==> config.mk <==
export PLATFORM = sky130hd
export DESIGN_NAME = mem_sram_ctrl
export DESIGN_NICKNAME = d
export VERILOG_FILES = /design/src/rtl/mem_sram_ctrl.sv
export SDC_FILE = /design/constraint.sdc
export NUM_CORES = 1
export LEC_CHECK = 0
export CORE_MARGIN = 5
export CORE_UTILIZATION = 40
export CTS_BUF_LIST = sky130_fd_sc_hd__clkbuf_4 sky130_fd_sc_hd__clkbuf_8
export DETAILED_ROUTE_END_ITERATION = 16
export PLACE_DENSITY = 0.76
export RECOVER_POWER = 50
export SYNTH_ARGS = -nofsm -noshare
export SYNTH_HDL_FRONTEND = slang
export SYNTH_SLANG_ARGS = --single-unit
==> constraint.sdc <==
create_clock -name clk -period 2.8 [get_ports clk]
set_input_delay 0.56 -clock clk [delete_from_list [all_inputs] [get_ports clk]]
set_output_delay 0.56 -clock clk [all_outputs]
set_load 0.03 [all_outputs]
==> src/rtl/mem_sram_ctrl.sv <==
// ---------------------------------------------------------------------------
// mem_sram_ctrl
//
// Memory-stage controller between the EXE-to-MEM and MEM-to-WB pipeline
// registers. A 32-bit load or store is carried out as two half-word accesses
// to an external 16-bit SRAM: low half first, then high half. Each half-word
// access holds the SRAM pins steady for WAIT_CYCLES cycles. While an access
// is in flight `ready` is low so the whole pipeline freezes.
//
// Parameters
//   WAIT_CYCLES : cycles each half-word access is held on the pins (1..15)
//   BASE_ADDR   : byte address that maps to SRAM word 0
//   SRAM_AW     : SRAM half-word address width
//
// Ports
//   clk          in   pipeline clock, rising edge
//   rst          in   asynchronous reset, active low
//   mem_read     in   load request from the EXE-to-MEM register
//   mem_write    in   store request (wins over mem_read when both are set)
//   addr         in   32-bit byte address (ALU result)
//   wdata        in   32-bit store data
//   rdata        out  32-bit load result, valid while ready=1 in DONE
//   ready        out  1 = pipeline may advance, 0 = freeze
//   sram_addr    out  SRAM half-word address
//   sram_we_n    out  SRAM write enable, active low
//   sram_dq_out  out  data driven onto the SRAM bus for stores
//   sram_dq_oe   out  1 = drive sram_dq_out onto the bus
//   sram_dq_in   in   data read back from the SRAM bus
// ---------------------------------------------------------------------------
module mem_sram_ctrl #(
    parameter int          WAIT_CYCLES = 3,
    parameter logic [31:0] BASE_ADDR   = 32'd1024,
    parameter int          SRAM_AW     = 18
) (
    input  logic               clk,
    input  logic               rst,
    input  logic               mem_read,
    input  logic               mem_write,
    input  logic [31:0]        addr,
    input  logic [31:0]        wdata,
    output logic [31:0]        rdata,
    output logic               ready,
    output logic [SRAM_AW-1:0] sram_addr,
    output logic               sram_we_n,
    output logic [15:0]        sram_dq_out,
    output logic               sram_dq_oe,
    input  logic [15:0]        sram_dq_in
);

    // Counter value loaded on entry to each half-word phase; the phase
    // ends on the cycle the counter reads zero, giving WAIT_CYCLES cycles.
    localparam logic [3:0] LP_RELOAD = 4'(WAIT_CYCLES - 1);

    typedef enum logic [1:0] {
        S_IDLE = 2'd0,
        S_LO   = 2'd1,
        S_HI   = 2'd2,
        S_DONE = 2'd3
    } state_t;

    state_t      r_state;
    state_t      w_next_state;
    logic [3:0]  r_cnt;
    logic [3:0]  w_next_cnt;

    // Copies of the request taken in IDLE; the pipeline inputs are not
    // looked at again until the controller is back in IDLE.
    logic [31:0] r_addr;
    logic [31:0] r_wdata;
    logic        r_store;
    logic [31:0] r_rdata;

    logic        w_req;
    logic        w_start;
    logic        w_phase_end;
    logic [31:0] w_word_idx;
    logic [SRAM_AW-1:0] w_lo_addr;
    logic [SRAM_AW-1:0] w_hi_addr;

    assign w_req       = mem_read | mem_write;
    assign w_start     = (r_state == S_IDLE) && w_req;
    assign w_phase_end = (r_cnt == 4'd0);

    // Word index is formed on the full 32 bits; the half-word address then
    // simply drops whatever does not fit, so out-of-range addresses wrap.
    assign w_word_idx = (r_addr - BASE_ADDR) >> 2;
    assign w_lo_addr  = SRAM_AW'({w_word_idx, 1'b0});
    assign w_hi_addr  = SRAM_AW'({w_word_idx, 1'b1});

    assign rdata = r_rdata;

    // -----------------------------------------------------------------------
    // State and wait counter
    // -----------------------------------------------------------------------
    always_ff @(posedge clk or negedge rst) begin
        if (!rst) begin
            r_state <= S_IDLE;
            r_cnt   <= 4'd0;
        end else begin
            r_state <= w_next_state;
            r_cnt   <= w_next_cnt;
        end
    end

    // Request capture. Only consumed while in LO/HI, which cannot be reached
    // without passing through this load, so no reset is needed here.
    always_ff @(posedge clk) begin
        if (w_start) begin
            r_addr  <= addr;
            r_wdata <= wdata;
            r_store <= mem_write;
        end
    end

    // Load result. Each half is captured on the edge that closes its phase,
    // so the SRAM has had the full WAIT_CYCLES to respond. Reset clears it,
    // which also discards a half-completed load.
    always_ff @(posedge clk or negedge rst) begin
        if (!rst) begin
            r_rdata <= 32'd0;
        end else if (!r_store && w_phase_end) begin
            if (r_state == S_LO) begin
                r_rdata[15:0] <= sram_dq_in;
            end else if (r_state == S_HI) begin
                r_rdata[31:16] <= sram_dq_in;
            end
        end
    end

    // -----------------------------------------------------------------------
    // Next state and outputs
    // -----------------------------------------------------------------------
    always_comb begin
        w_next_state = r_state;
        w_next_cnt   = r_cnt;
        ready        = 1'b0;
        sram_addr    = '0;
        sram_we_n    = 1'b1;
        sram_dq_out  = 16'd0;
        sram_dq_oe   = 1'b0;

        case (r_state)
            S_IDLE: begin
                // Non-memory instructions pass straight through.
                ready = !w_req;
                if (w_req) begin
                    w_next_state = S_LO;
                    w_next_cnt   = LP_RELOAD;
                end
            end

            S_LO: begin
                sram_addr = w_lo_addr;
                if (r_store) begin
                    sram_we_n   = 1'b0;
                    sram_dq_oe  = 1'b1;
                    sram_dq_out = r_wdata[15:0];
                end
                if (w_phase_end) begin
                    w_next_state = S_HI;
                    w_next_cnt   = LP_RELOAD;
                end else begin
                    w_next_cnt = r_cnt - 4'd1;
                end
            end

            S_HI: begin
                sram_addr = w_hi_addr;
                if (r_store) begin
                    sram_we_n   = 1'b0;
                    sram_dq_oe  = 1'b1;
                    sram_dq_out = r_wdata[31:16];
                end
                if (w_phase_end) begin
                    w_next_state = S_DONE;
                    w_next_cnt   = 4'd0;
                end else begin
                    w_next_cnt = r_cnt - 4'd1;
                end
            end

            S_DONE: begin
                // The pipeline advances on the edge that ends this cycle, so
                // the next instruction's request is seen fresh in IDLE and the
                // one just served is never repeated.
                ready        = 1'b1;
                w_next_state = S_IDLE;
            end

            default: begin
                w_next_state = S_IDLE;
                w_next_cnt   = 4'd0;
            end
        endcase
    end

endmodule

Word level (Yosys, flattened, before mapping)
Cells that the tools add are included.
- input bits: 84
- logic and storage cells: 46
- output and inout port bits: 69
- register bits: 90
- reduce and logical (&&, ||, !) cells: 12
- muxes and demuxes: 17
- bitwise gates (word level): 2
- add/subtract/negate cells: 2
- equal/unequal tests: 6
- operator list (kind ; number):
    one-hot mux 18 bit (2 select lines) ; 1
    2-to-1 mux 16 bit ; 2
    one-hot mux 16 bit (2 select lines) ; 1
    subtractor 19 x 11 -> 19 bit, second input constant ; 1
    2-to-1 mux 4 bit ; 3
    one-hot mux 4 bit (3 select lines) ; 1
    one-hot mux 2 bit (4 select lines) ; 1
    2-to-1 mux 2 bit ; 3
    inequality test 2 bit, second input constant ; 3
    AND reduction 3 bit ; 2
    == test 2 bit, second input constant ; 2
    zero test 4 bit ; 1
    2-to-1 mux 1 bit ; 4
    AND reduction 2 bit ; 2
    subtractor 4 x 1 -> 4 bit, second input constant ; 1
    nonzero test 3 bit ; 1
    == test 2 x 1 -> 1 bit, second input constant ; 1
    logical AND 1 bit ; 2
    zero test 1 bit ; 2
    zero test 2 bit ; 1
    one-hot mux 1 bit (2 select lines) ; 1
    OR reduction 2 bit ; 1
    NOT 1 bit ; 1
    bitwise OR 1 bit ; 1

Logic depth before layout (Yosys ltp)
Gate-level depths: netlist of run 1.
- word-level depth: 3
- mapped depth: 7
- depth with buffers taken out: 5

Worst setup path before layout of run 1
OpenSTA, ideal clock, no wires.
- path kind: register -> output
- start point: register r_state[0]
- end point: output port sram_addr[16]
- cell stages (with the launch flop): 8
- data arrival time: 2.230 ns
- data required time: 2.240 ns
- slack: 0.010 ns
- buffers on the path: 2
- cell sequence: dfrtp_1 inv_1 ha_1 clkbuf_1 o21a_1 clkbuf_1 nand2_1 mux2i_1
- word-level cells in the longest chain between the ends: 2
- elaborated cells between the ends (all ways): 3
- those cells by class: 2 x eq/ne; 1 x mux
- RTL lines (what ; RTL line ; text):
    start: declaration ; 61 ; state_t r_state;
    start signal: assignment ; 100 ; r_state <= w_next_state;
    == test 2 bit / == test 2 x 1 -> 1 bit (equally long branches) ; 142 ; case (r_state)
    one-hot mux 18 bit (2 select lines) (*) ; 142 ;
    end: declaration ; 43 ; output logic [SRAM_AW-1:0] sram_addr,
Mark *: on every way between the ends. The rest lies on a longest branch, timed or not.

Worst setup path after layout of run 1
- start point: register r_state[0]
- end point: output port sram_we_n
- word-level cells in the longest chain between the ends: 3
- elaborated cells between the ends (all ways): 4
- those cells by class: 2 x eq/ne; 1 x mux; 1 x reduce/logical
- RTL lines (what ; RTL line ; text):
    == test 2 x 1 -> 1 bit / == test 2 bit (equally long branches) ; 142 ;
    OR reduction 2 bit (no line) (*) ; -- ;
    2-to-1 mux 1 bit (*) ; -- ;
    end: declaration ; 44 ; output logic sram_we_n,
Marked as above.

==> results of run 1 <==
-- logic make-up (layout without fill, tap and decap cells) --
| group | Yosys count | in the layout |
|---|---|---|
| and+or+nand+nor | 54 | 54 |
| DFF | 88 | 88 |
| muxes | 36 | 36 |
| AOI/OAI and AO/OA | 35 | 35 |
| buffers and inverters | 15 | 164 |
| adders and majority gates | 7 | 7 |
| xor gates and xnor gates | 3 | 3 |
-- layout make-up --
cell class | count | area [um^2] | share of cell area
clock buffers | 13 | 160 | 0.0297
clock inverters | 3 | 66.3 | 0.0123
inverters | 5 | 18.8 | 0.00348
multi-input cells | 135 | 1180 | 0.219
flip-flops and latches | 88 | 2450 | 0.455
well taps | 111 | 139 | 0.0257
repair buffers | 143 | 1380 | 0.255
-- repair_timing --
action / in CTS / in global routing
setup buffers: 1 / 0
resized for setup: 3 / 5
endpoints found under the hold margin: 0 / 0
endpoints found under the setup margin: 16 / 8
-- where the power goes --
part	internal (uW)	switching [uW]
sequential	1890	235
clock	559	418
combinational	1450	1910
total	3890	2560
-- cells in the mapped netlist, drive strengths merged, types with 2 or more instances --
| library cell | number |
|---|---|
| o21ai | 5 |
| a21oi | 4 |
| o21a | 2 |
| o31a | 2 |
| nand2b | 2 |
| or3 | 2 |
| or4 | 3 |
| a22oi | 16 |
| clkbuf | 7 |
| edfxtp | 50 |
| inv | 5 |
| mux2i | 2 |
| dfrtp | 38 |
| nor4 | 4 |
| o31ai | 2 |
| buf | 3 |
| nor2 | 26 |
| mux2 | 34 |
| xor2 | 2 |
| ha | 7 |
| and2 | 8 |
| nand2 | 3 |
-- state kept, by name (all words and copies together) (netlist names) --
signal / cells
r_wdata: 32
rdata: 32
r_addr: 17
r_state: 2
r_store: 1
r_cnt: 4
-- worst register-to-register path, cell delays in order (launching register included) --
cell	delay (ns)
dfrtp_1	0.42
inv_1	0.14
ha_1	0.20
o21a_2	0.13
clkbuf_2	0.89
-- per-layer routing --
metal	vias up	wire (um)
met4	0	164
met1	1229	3490
met2	70	4600
met3	13	336
met5	-	0
li1	1170	-
-- metrics by stage --
| step | utilization | area, um^2 | cells |
|---|---|---|---|
| floorplan | - | 3680 | 238 |
| global placement | 0.565 | 5150 | 481 |
| detailed placement | 0.565 | 5150 | 481 |
| CTS | 0.592 | 5390 | 498 |
| global route | 0.592 | 5390 | 498 |
| finish | 0.592 | 5390 | 498 |
-- path summary, 6_finish.rpt --
kind | slack (ns) | cells after the start | to
worst max register to register | 0.58 | 4 | r_addr[18]
max in group asynchronous | 0.83 | 1 | r_state[1]
worst min register to register | 0.51 | 1 | rdata[0]
worst min-delay path | 0.51 | 1 | rdata[0]
worst max-delay path | 0.12 | 4 | sram_we_n
min in group asynchronous | 0.78 | 1 | rdata[16]
==> flow_metrics.env, run 1 <==
export IMPL_cts_buffer_depth=2
export IMPL_fill_cells=730
export IMPL_crit_type="flop to primary output"
export IMPL_die_area_um2=11200
export IMPL_start_util=0.404
export IMPL_ys_top_cells_by_area="edfxtp_1 (41%), dfrtp_1 (26%), mux2_4 (8.2%)"
export IMPL_mostFrequentLayoutCell="clkdlybuf4s50_1"
export IMPL_slowest_delay_ns=0.69
export IMPL_ctsHoldBuffers=0
export IMPL_grt_use_met3=0.0291
export IMPL_first_global_vias=2617
export IMPL_violations="capacitance limit, slew limit"
export IMPL_hp_class="flop to flop"
export IMPL_r2r_start="r_state[0]"
export IMPL_drcViolationCount=0
export IMPL_synth_cells=238
export IMPL_gp_congestion=0.782
export IMPL_grt_use_met2=0.270
export IMPL_num_vias=2482
export IMPL_drive_gt1_frac=0.264
export IMPL_htreeDepth=3
export IMPL_slew_headroom=-0.364
export IMPL_synth_adder_area_share=0.0238
export IMPL_period_share=0.959
export IMPL_status="finished with violations"
export IMPL_clock_latency_ns=0.35
export IMPL_ant_nets=0
export IMPL_cp_data_required_time_ns=2.24
export IMPL_crit_start="r_state[0]"
export IMPL_synth_top_area_frac=0.408
export IMPL_synth_seq_cells=88
export IMPL_overflow=0
export IMPL_nets=473
export IMPL_worst_pin_slew_ns=2.05
export IMPL_min_from="rdata[0]"
export IMPL_clk_pin_slew_ns=0.09
export IMPL_synth_seq_area_share=0.667
export IMPL_cp_end_kind="primary output"
export IMPL_core_area_um2=9110
export IMPL_totalNegativeSetupSlack_ns=0
export IMPL_finalClockSkew_ns=0.0150
export IMPL_p_leak_uw=0.00222
export IMPL_rows=35
export IMPL_io_buffers=137
export IMPL_period_needed_ns=2.68
export IMPL_fmax_mhz=373
export IMPL_synth_simple_area_share=0.0847
export IMPL_vdd_ir_drop_max_mv=0.561
export IMPL_grt_pass1_wl_mm=13.5
export IMPL_ys_types=37
export IMPL_drt_initial_drc_count=122
export IMPL_max_cap_violations=1
export IMPL_avgSynthCellArea_um2=15.5
export IMPL_met1_usage=0.189
export IMPL_root_buffer="clkbuf_8"
export IMPL_pre_cts_ws_ns=0.209
export IMPL_synthMuxAreaShare=0.130
export IMPL_power_uw=6460
export IMPL_path_cells="inv_1 -> ha_1 -> nand2_1 -> clkdlybuf4s50_1"
export IMPL_cts_tree="done"
export IMPL_antenna_found_initial=0
export IMPL_final_cell_mix="clkdlybuf4s50_1 (51), dlygate4sd3_1 (50), edfxtp_1 (50), dfrtp_1 (38), buf_4 (35)"
export IMPL_synth_net_count=329
export IMPL_synth_edff_count=50
export IMPL_grt_max_degree=51
export IMPL_busiest_layer="met2"
export IMPL_slew_violations=39
export IMPL_numCtsBuffers=9
export IMPL_crit_path_start_kind="flop"
export IMPL_synth_top_cell_by_area="edfxtp_1"
export IMPL_worst_slack_ns=0.115
export IMPL_num_antenna_cells=0
export IMPL_synth_xor_area_share=0.00714
export IMPL_crit_buf_inv=2
export IMPL_viasPerCell=4.98
export IMPL_synth_top_family_by_area="multiplexers"
export IMPL_area_growth_pct=46.6
export IMPL_ios=153
export IMPL_setup_viol=0
export IMPL_crit_family="buffers and inverters"
export IMPL_yosysWarningCount=0
export IMPL_die_x_um=106
export IMPL_fp_dieH_um=106
export IMPL_ys_flop_type="edfxtp_1"
export IMPL_grt_usage=0.156
export IMPL_arrival_ns=2.12
export IMPL_synth_compound_area_frac=0.0680
export IMPL_hpwl_mm=6.25
export IMPL_whs_ns=0.514
export IMPL_hold_viol=0
export IMPL_cellPowerDensity_nw_per_um2=1200
export IMPL_critPathSlowestCell="clkdlybuf4s50_1"
export IMPL_wl_per_cell_um=17.2
export IMPL_drt_pass1_iterations=4
export IMPL_cts_sinks=88
export IMPL_synthArstFlopShare=0.432
export IMPL_crit_fanout=7
export IMPL_synth_area_um2=3680
export IMPL_drt_wl_total_mm=8.59
(Power assumes the default switching activity.)
==> run 2: changes to the inputs <==
--- a/config.mk
+++ b/config.mk
@@ -6,10 +6,11 @@
 export NUM_CORES = 1
 export LEC_CHECK = 0
 export CORE_MARGIN = 5
-export CORE_UTILIZATION = 40
+export CORE_UTILIZATION = 35
 export CTS_BUF_LIST = sky130_fd_sc_hd__clkbuf_4 sky130_fd_sc_hd__clkbuf_8
 export DETAILED_ROUTE_END_ITERATION = 16
-export PLACE_DENSITY = 0.76
+export HOLD_SLACK_MARGIN = 0.1
+export PLACE_DENSITY = 0.68
 export RECOVER_POWER = 50
 export SYNTH_ARGS = -nofsm -noshare
 export SYNTH_HDL_FRONTEND = slang
==> run 2 against run 1 <==
Compared with the run above: clock-buffer cell count decreased by 2; worst setup slack worse by 0.033 ns; sequential power is essentially flat; register-to-register slack improved by 0.05 ns; the run still ends with capacitance limit, slew limit left; critical path type unchanged; critical endpoint is now sram_addr[14]; sequential share of layout area decreased by 0.28 points; combinational power barely moved; clock power decreased by 7.5%; clock skew increased by 0.0047 ns; global-route usage shrank 2.1 points.
==> flow_metrics.env, run 2 (same netlist as run 1, synthesis figures left out) <==
export IMPL_status="finished with violations"
export IMPL_violations="capacitance limit, slew limit"
export IMPL_setup_viol=0
export IMPL_cp_end_kind="primary output"
export IMPL_cp_data_required_time_ns=2.24
export IMPL_rows=37
export IMPL_drt_pass1_iterations=4
export IMPL_critPathSlowestCell="or4_1"
export IMPL_crit_type="flop to primary output"
export IMPL_met1_usage=0.160
export IMPL_ant_nets=0
export IMPL_die_x_um=113
export IMPL_numCtsBuffers=9
export IMPL_cts_sinks=88
export IMPL_grt_usage=0.135
export IMPL_period_needed_ns=2.72
export IMPL_drive_gt1_frac=0.279
export IMPL_core_area_um2=10300
export IMPL_nets=476
export IMPL_fill_cells=874
export IMPL_power_uw=6380
export IMPL_arrival_ns=2.16
export IMPL_hp_class="flop to flop"
export IMPL_crit_path_start_kind="flop"
export IMPL_grt_use_met2=0.232
export IMPL_gp_congestion=0.833
export IMPL_slew_violations=39
export IMPL_path_cells="buf_4 -> or4_1 -> or3_1 -> a21oi_2 -> buf_4"
export IMPL_grt_pass1_wl_mm=13.5
export IMPL_drt_wl_total_mm=8.39
export IMPL_ios=153
export IMPL_busiest_layer="met2"
export IMPL_drcViolationCount=0
export IMPL_overflow=0
export IMPL_period_share=0.971
export IMPL_clk_pin_slew_ns=0.08
export IMPL_slew_headroom=-0.379
export IMPL_place_inst=508
export IMPL_cts_tree="done"
export IMPL_final_cell_mix="dlygate4sd3_1 (50), clkdlybuf4s50_1 (50), edfxtp_1 (50), buf_4 (40), dfrtp_1 (38)"
export IMPL_grt_use_met3=0.0388
export IMPL_area_growth_pct=47.6
export IMPL_wl_per_cell_um=15.9
export IMPL_p_leak_uw=0.00221
export IMPL_viasPerCell=4.69
export IMPL_htreeDepth=3
export IMPL_fp_dieH_um=113
export IMPL_pre_cts_ws_ns=0.286
export IMPL_ctsHoldBuffers=0
export IMPL_vdd_ir_drop_max_mv=0.510
export IMPL_finalClockSkew_ns=0.0197
export IMPL_antenna_found_initial=1
export IMPL_fin_cells=527
export IMPL_drt_initial_drc_count=120
export IMPL_clock_latency_ns=0.35
export IMPL_grt_max_degree=51
export IMPL_cellPowerDensity_nw_per_um2=1170
export IMPL_crit_fanout=4
export IMPL_path_common_cell="buf_4"
export IMPL_hpwl_mm=6.20
export IMPL_first_global_vias=2605
export IMPL_die_area_um2=12700
export IMPL_num_vias=2472
export IMPL_totalNegativeSetupSlack_ns=0
export IMPL_max_cap_violations=1
export IMPL_rsz0062_at_grt="true"
export IMPL_worst_pin_slew_ns=2.07
export IMPL_hold_viol=0
export IMPL_io_buffers=137
export IMPL_root_buffer="clkbuf_8"
export IMPL_cts_buffer_depth=2
export IMPL_fmax_mhz=368
export IMPL_slowest_delay_ns=0.57
export IMPL_worst_slack_ns=0.0826
export IMPL_start_util=0.358
==> run 2: timing repair <==
| action | in CTS | in global routing |
|---|---|---|
| gates resized for setup | 4 | 11 |
| pin swaps | 0 | 3 |
| setup endpoints to repair | 2 | 18 |
| setup buffers | 1 | 1 |
==> run 2: metal layers <==
layer | wire length, um | part of all wire | up-vias
met5 | 0 | 0 | -
met4 | 82 | 0.0098 | 0
met3 | 487 | 0.058 | 4
met2 | 4390 | 0.52 | 80
met1 | 3430 | 0.41 | 1208
li1 | - | - | 1180
==> run 2: area by class of cell <==
| cell class | instances | area [um^2] | share of cell area |
|---|---|---|---|
| tap | 136 | 170 | 0.0314 |
| sequential | 88 | 2450 | 0.452 |
| timing repair buffer | 146 | 1370 | 0.252 |
| clock buffer | 11 | 145 | 0.0267 |
| antenna | 1 | 2.50 | 0.000461 |
| inverter | 5 | 18.8 | 0.00346 |
| clock inverter | 5 | 63.8 | 0.0118 |
| multi-input combinational | 135 | 1210 | 0.223 |
==> run 2: worst paths after layout <==
kind                                 start       endpoint  slack, ns  cells after the start
worst max-delay path            r_addr[10]  sram_addr[14]       0.08                      5
worst min-delay path              rdata[1]       rdata[1]       0.51                      1
worst max register to register  r_state[0]     r_addr[14]       0.63                      4
worst min register to register    rdata[1]       rdata[1]       0.51                      1
max in group asynchronous              rst       r_cnt[3]       0.81                      1
min in group asynchronous              rst      rdata[14]       0.79                      1
==> run 2: worst max-delay path, delay by kind of cell (launching register included) <==
kind | cells | cell delay, ns
flip-flops | 1 | 0.40
buffers and inverters | 2 | 0.33
AND/OR/NAND/NOR | 2 | 0.92
AO/OA/AOI/OAI | 1 | 0.16
==> run 2: where the power goes <==
part	internal (uW)	switching, uW	total (uW)
logic	1450	1900	3350
registers	1880	236	2120
clock network	454	451	904
==> run 2: stage by stage <==
step	hold slack, ns	area [um^2]	util
after detailed placement	0.494	5150	0.502
after global routing	0.526	5430	0.528
after CTS	0.367	5390	0.524
after floorplan	0.264	3680	-
after global placement	0.487	5150	0.502
final	0.513	5430	0.528
